File: src/rtl/regfile_pkg.sv
// rtl/regfile_pkg.sv - shared types, defaults and helpers for param_reg_file
//
// Purpose : controller state encoding, default geometry constants and the
//           address-width function used by param_reg_file and its read ports.
// Ports   : none (package).
package regfile_pkg;

   typedef enum logic {
      CLEAR = 1'b0,
      READY = 1'b1
   } rf_state_e;

   localparam int DEF_DATA_W = 32;
   localparam int DEF_DEPTH  = 32;
   localparam int DEF_NRD    = 2;

   // ceil(log2(depth)), never less than one bit
   function automatic int addr_width(input int depth);
      return (depth <= 2) ? 1 : $clog2(depth);
   endfunction

endpackage

File: src/rtl/regfile_read_port.sv
// rtl/regfile_read_port.sv - one combinational read path of param_reg_file
//
// Purpose : selects one array entry and masks it to zero when the array is
//           not ready, the address is out of range, or the address is the
//           hardwired zero entry. With PARAM_REG_FILE_BYPASS_EN defined, a
//           write committed this cycle to the same address is forwarded.
// Ports   : ready_i     - array initialised
//           ra_i        - read address
//           mem_i       - array contents
//           wr_commit_i - a write is being committed this cycle
//           wa_i, wd_i  - address/data of that write
//           rd_o        - read data
// Config  : PARAM_REG_FILE_BYPASS_EN enables same-cycle write forwarding.
module regfile_read_port
   import regfile_pkg::*;
#(
   parameter int DATA_W   = DEF_DATA_W,
   parameter int DEPTH    = DEF_DEPTH,
   parameter int ZERO_REG = 1,
   parameter int AW       = addr_width(DEPTH)
) (
   input  logic              ready_i,
   input  logic [AW-1:0]     ra_i,
   input  logic [DATA_W-1:0] mem_i [DEPTH],
   input  logic              wr_commit_i,
   input  logic [AW-1:0]     wa_i,
   input  logic [DATA_W-1:0] wd_i,
   output logic [DATA_W-1:0] rd_o
);

   localparam logic [AW:0] DEPTH_W = (AW+1)'(DEPTH);

   logic in_range;
   logic is_zero_reg;

   assign in_range    = ({1'b0, ra_i} < DEPTH_W);
   assign is_zero_reg = (ZERO_REG != 0) && (ra_i == '0);

   always_comb begin
      rd_o = '0;
      if (ready_i && in_range && !is_zero_reg) begin
         rd_o = mem_i[ra_i];
`ifdef PARAM_REG_FILE_BYPASS_EN
         // wr_commit_i already excludes dropped writes and the zero entry
         if (wr_commit_i && (wa_i == ra_i)) begin
            rd_o = wd_i;
         end
`endif
      end
   end

`ifndef PARAM_REG_FILE_BYPASS_EN
   logic unused_bypass;
   assign unused_bypass = ^{wr_commit_i, wa_i, wd_i};
`endif

endmodule

File: src/rtl/param_reg_file.sv
// rtl/param_reg_file.sv - parameterised multi-read-port register file
//
// Purpose : DEPTH x DATA_W register array with one write port and NRD
//           combinational read ports. After reset a CLEAR phase zeroes one
//           entry per cycle; ready rises once every entry has been cleared.
//           Writes that cannot be performed raise a one-cycle wr_drop pulse.
// Ports   : clk, rst        - clock, synchronous active-high reset
//           we, wa, wd      - write request, address, data
//           ra, rd          - packed read addresses / read data (NRD ports)
//           ready           - array initialised and accepting writes
//           wr_drop         - previous-cycle write request was not performed
// Config  : PARAM_REG_FILE_BYPASS_EN enables same-cycle write forwarding.
module param_reg_file
   import regfile_pkg::*;
#(
   parameter int   DATA_W   = DEF_DATA_W,
   parameter int   DEPTH    = DEF_DEPTH,
   parameter int   NRD      = DEF_NRD,
   parameter int   ZERO_REG = 1,
   localparam int  AW       = addr_width(DEPTH)
) (
   input  logic                  clk,
   input  logic                  rst,
   input  logic                  we,
   input  logic [AW-1:0]         wa,
   input  logic [DATA_W-1:0]     wd,
   input  logic [NRD*AW-1:0]     ra,
   output logic [NRD*DATA_W-1:0] rd,
   output logic                  ready,
   output logic                  wr_drop
);

   localparam logic [AW:0]   DEPTH_W  = (AW+1)'(DEPTH);
   localparam logic [AW-1:0] LAST_IDX = AW'(DEPTH-1);

   rf_state_e         state_q, state_d;
   logic [AW-1:0]     clr_idx_q, clr_idx_d;
   logic              wr_drop_q, wr_drop_d;
   logic [DATA_W-1:0] mem_q [DEPTH];
   logic              wr_commit;

   assign ready   = (state_q == READY);
   assign wr_drop = wr_drop_q;

   // A write taken together with reset is discarded, so forwarding never
   // exposes a value that is not stored.
   assign wr_commit = !rst && we && ready && ({1'b0, wa} < DEPTH_W) &&
                      !((ZERO_REG != 0) && (wa == '0));

   always_comb begin
      state_d   = state_q;
      clr_idx_d = clr_idx_q;
      wr_drop_d = we && !wr_commit;
      if (state_q == CLEAR) begin
         clr_idx_d = clr_idx_q + 1'b1;
         if (clr_idx_q == LAST_IDX) begin
            state_d   = READY;
            clr_idx_d = '0;
         end
      end
   end

   always_ff @(posedge clk) begin
      if (rst) begin
         state_q   <= CLEAR;
         clr_idx_q <= '0;
         wr_drop_q <= 1'b0;
      end else begin
         state_q   <= state_d;
         clr_idx_q <= clr_idx_d;
         wr_drop_q <= wr_drop_d;
      end
   end

   // Array holds its contents while rst is high; the clear sweep follows.
   always_ff @(posedge clk) begin
      if (!rst) begin
         if (state_q == CLEAR) begin
            mem_q[clr_idx_q] <= '0;
         end else if (wr_commit) begin
            mem_q[wa] <= wd;
         end
      end
   end

   for (genvar g = 0; g < NRD; g++) begin : g_rd
      regfile_read_port #(
         .DATA_W   (DATA_W),
         .DEPTH    (DEPTH),
         .ZERO_REG (ZERO_REG),
         .AW       (AW)
      ) u_read_port (
         .ready_i     (ready),
         .ra_i        (ra[g*AW +: AW]),
         .mem_i       (mem_q),
         .wr_commit_i (wr_commit),
         .wa_i        (wa),
         .wd_i        (wd),
         .rd_o        (rd[g*DATA_W +: DATA_W])
      );
   end

endmodule

File: config.mk
export PLATFORM = sky130hd
export DESIGN_NAME = param_reg_file
export DESIGN_NICKNAME = d
export VERILOG_FILES = /design/src/rtl/regfile_pkg.sv /design/src/rtl/regfile_read_port.sv /design/src/rtl/param_reg_file.sv
export SDC_FILE = /design/constraint.sdc
export NUM_CORES = 2
export LEC_CHECK = 0
export CELL_PAD_IN_SITES_DETAIL_PLACEMENT = 0
export CELL_PAD_IN_SITES_GLOBAL_PLACEMENT = 1
export CORE_MARGIN = 1.5
export CORE_UTILIZATION = 45
export CTS_CLUSTER_DIAMETER = 200
export DETAILED_ROUTE_END_ITERATION = 8
export GPL_ROUTABILITY_DRIVEN = 1
export PLACE_DENSITY = 0.78
export SLEW_MARGIN = 25
export SYNTH_ARGS = -nofsm -noshare
export SYNTH_HDL_FRONTEND = slang
export SYNTH_SLANG_ARGS = --single-unit
File: constraint.sdc
create_clock -name clk -period 11.42 [get_ports clk]
set_input_delay 2.855 -clock clk [delete_from_list [all_inputs] [get_ports clk]]
set_output_delay 2.855 -clock clk [all_outputs]
set_load 0.03 [all_outputs]
==> flow_summary.yaml <==
outcome:
  outcome: "finished, final reports clean"
sta:
  timing.fmax_ghz: 0.104
  timing.setup.tns_ns: 0
  timing.final.hold_violations: 0
  clock_skew_ns: 0.0223
  timing.final.max_slew_violations: 0
  grt_setup_unrepaired: "false"
  max_slew_margin: 0.218
  final_min_period_over_clock_period: 0.843
  fin_crit_ns: 9.63
  setup_viol: 0
  worst-slew-pin-transition_ns: 1.17
  worst_hold_slack_ns: 0.567
clock_network:
  ctsHtreeMaxLevel: 3
  clock_tree_from_tritoncts: "built"
  tritoncts_num_sinks: 1031
  cts.clk_slew.worst_paths_ns: 0.06
  clock_latency_ns: 0.74
  clock_tree.buffer_depth: 3
  cts.repair.resized: 0
  cts_root_buf: "clkbuf_16"
  cts_made_buffers: 110
  postCtsSetupRepairBufs: 0
  cts_hold_buf: 0
yosys:
  synth_edf_count: 1024
  synth-main-ff-cell: "edfxtp_1"
  ys_ff_latch: 1031
  synth_warnings: 0
  asyncSetResetFlopFracSynth: 0
  synth.cell_area_um2: 58900
  synthDistinctLibCells: 47
  synth-seq-area-share: 0.525
  post_synth.cell_area_avg_um2: 11.0
  postSynthNetCount: 5424
  netlist_instances: 5369
route:
  firstDrtPassIters: 9
  routed-via-count: 49180
  ant_nets: 0
  wirelength_mm: 241
  drt-vias-per-instance: 6.97
  remaining_drc_errors: 0
  detail_route.wl_per_cell_um: 34.2
  drt_iter0_markers: 7748
power_and_ir_drop:
  power_switching_mw: 2.43
  power.density_cell_area_nw_per_um2: 142
  cellInternalPower_mw: 6.94
  pwr-share-seq: 0.494
  power.switching_fraction: 0.259
  vdd.ir_drop.worst_mv: 0.115
  relative_contribution_of_combinational_cells_to_total_power: 0.112
  static-leakage-power_nw: 23.9
  p_clk_frac: 0.394
  total_power_consumption_mw: 9.37
setup_path:
  cp_data_arrival_time_ns: 6.78
  worstPathRequired_ns: 8.57
  path_common_cell: "clkdlybuf4s50_1"
  path_cells: "clkdlybuf4s50_1 > nor4bb_4 > buf_4 > a22o_1 > a31oi_1 > nand4_1 > clkdlybuf4s50_1"
  crit_path_max_incr_delay_ns: 0.96
  setup.worst_path.start_class: "primary input"
  cell_type_of_the_slowest_stage_on_the_worst_timing_path: "nor4bb_4"
  cp_max_fo: 18
  worst_setup_path_end_kind: "output port"
  setup.worst_path.class: "primary input to output port"
flow_run:
  maxCapViolations: 0
hold_path:
  hp-class: "flip-flop to flip-flop"
grt:
  grt_first_pass_wirelength_mm: 342
  grt_max_degree: 130
  global_route.overflow_total: 0
  grt_use_total: 0.358
  first_global_vias: 46340
  antenna_violations_before_repair: 7
floorplan:
  rows: 132
  floorplan.initialDensity: 0.454
  die-height_um: 365
  fp.dieArea_um2: 133000
  fp.dieW_um: 365
  design.core.area_um2: 130000
  floorplan.io_pins: 116
cells_and_area:
  layout.cells.most_common_list: "1120 x nand2_1, 1024 x edfxtp_1, 913 x o21ai_0, 261 x mux2i_1, 252 x mux4_2"
  layout_commonest_cell: "nand2_1"
  fillCellCount: 11497
  finish.cell_count_without_fillers: 7060
  final_core_util: 0.507
  layout_overhead_on_the_synthesized_area_pct: 11.8
  nNetsFinal: 5277
  layout-drive-gt1-share: 0.165
placement:
  io_buffers: 115
  place_congestion: 0.949
  placed_cells: 6852
  post-dp-hpwl_mm: 142
state kept, by name, indices dropped and copies added, names as in the netlist:
name,cells
wr_drop,1
mem_q,1024
clr_idx_q,5
ready,1
cell usage after synthesis, drive strengths merged (31+ instances only):
cell type / n / area, um2
a211oi: 65 / 488
a21oi: 84 / 420
a22oi: 136 / 1020
a31oi: 48 / 300
buf: 149 / 803
clkbuf: 394 / 1480
edfxtp: 1024 / 30700
mux2: 195 / 2200
mux2i: 261 / 2610
mux4: 252 / 5680
nand2: 1132 / 4250
nand3: 121 / 606
nand4: 58 / 363
nor2: 37 / 139
nor2b: 78 / 488
o21ai: 1091 / 5460
o22ai: 65 / 407
o31a: 31 / 272
or3: 32 / 200
worst paths after layout:
check	to	depth (start not counted)	slack, ns	start
worst max-delay path	rd[0]	7	1.79	ra[3]
worst min-delay path	clr_idx_q[3]	2	0.57	clr_idx_q[3]
worst max register to register	mem_q[560]	6	8.42	clr_idx_q[1]
worst min register to register	clr_idx_q[3]	2	0.57	clr_idx_q[3]
critical path, delay by kind of cell:
family	cells	cell delay [ns]
and+or+nand+nor	2	1.21
buffers and inverters	3	2.12
AOI/OAI and AO/OA	2	0.57
through the flow:
step                      instance area, um2  setup WS [ns]
after CTS                              65800           1.98
after global placement                 62200           1.99
final                                  65800           1.79
after global routing                   65800           1.74
after detailed placement               62200           1.99
after floorplan                        58900           4.07
layer usage:
| metal | track usage | part of all wire | vias to the layer above |
|---|---|---|---|
| li1 | - | - | 19947 |
| met1 | 0.467 | 0.36 | 24277 |
| met2 | 0.518 | 0.42 | 4104 |
| met3 | 0.138 | 0.16 | 844 |
| met4 | 0.180 | 0.058 | 8 |
| met5 | 0 | 0.00021 | - |
cells by family after synthesis:
logic type / after synthesis / synth area share
AOI/OAI and AO/OA: 1556 / 0.148
adders and majority gates: 5 / 0.00106
muxes: 708 / 0.178
DFF: 1031 / 0.525
buffers and inverters: 566 / 0.0402
and+or+nand+nor: 1503 / 0.108
layout make-up:
type,count,area (um2),area share
clock inverters,73,656,0.00997
inverters,23,86.3,0.00131
clock buffers,134,2910,0.0442
flip-flops and latches,1031,30900,0.470
well taps,1742,2180,0.0331
multi-input cells,3772,26500,0.403
repair buffers,284,2520,0.0383
diodes,1,2.50,0.0000380
power groups by stage:
stage / combinational (mW) / sequential, mW / clock, mW
after global routing: 1.10 / 4.66 / 3.83
after global placement: 0.994 / 4.69 / 0
after detailed placement: 1.02 / 4.70 / 0
final: 1.05 / 4.63 / 3.69
after floorplan: 0.689 / 4.64 / 0
after CTS: 1.02 / 4.62 / 3.69
No activity file was read; power rests on OpenSTA's default activity.
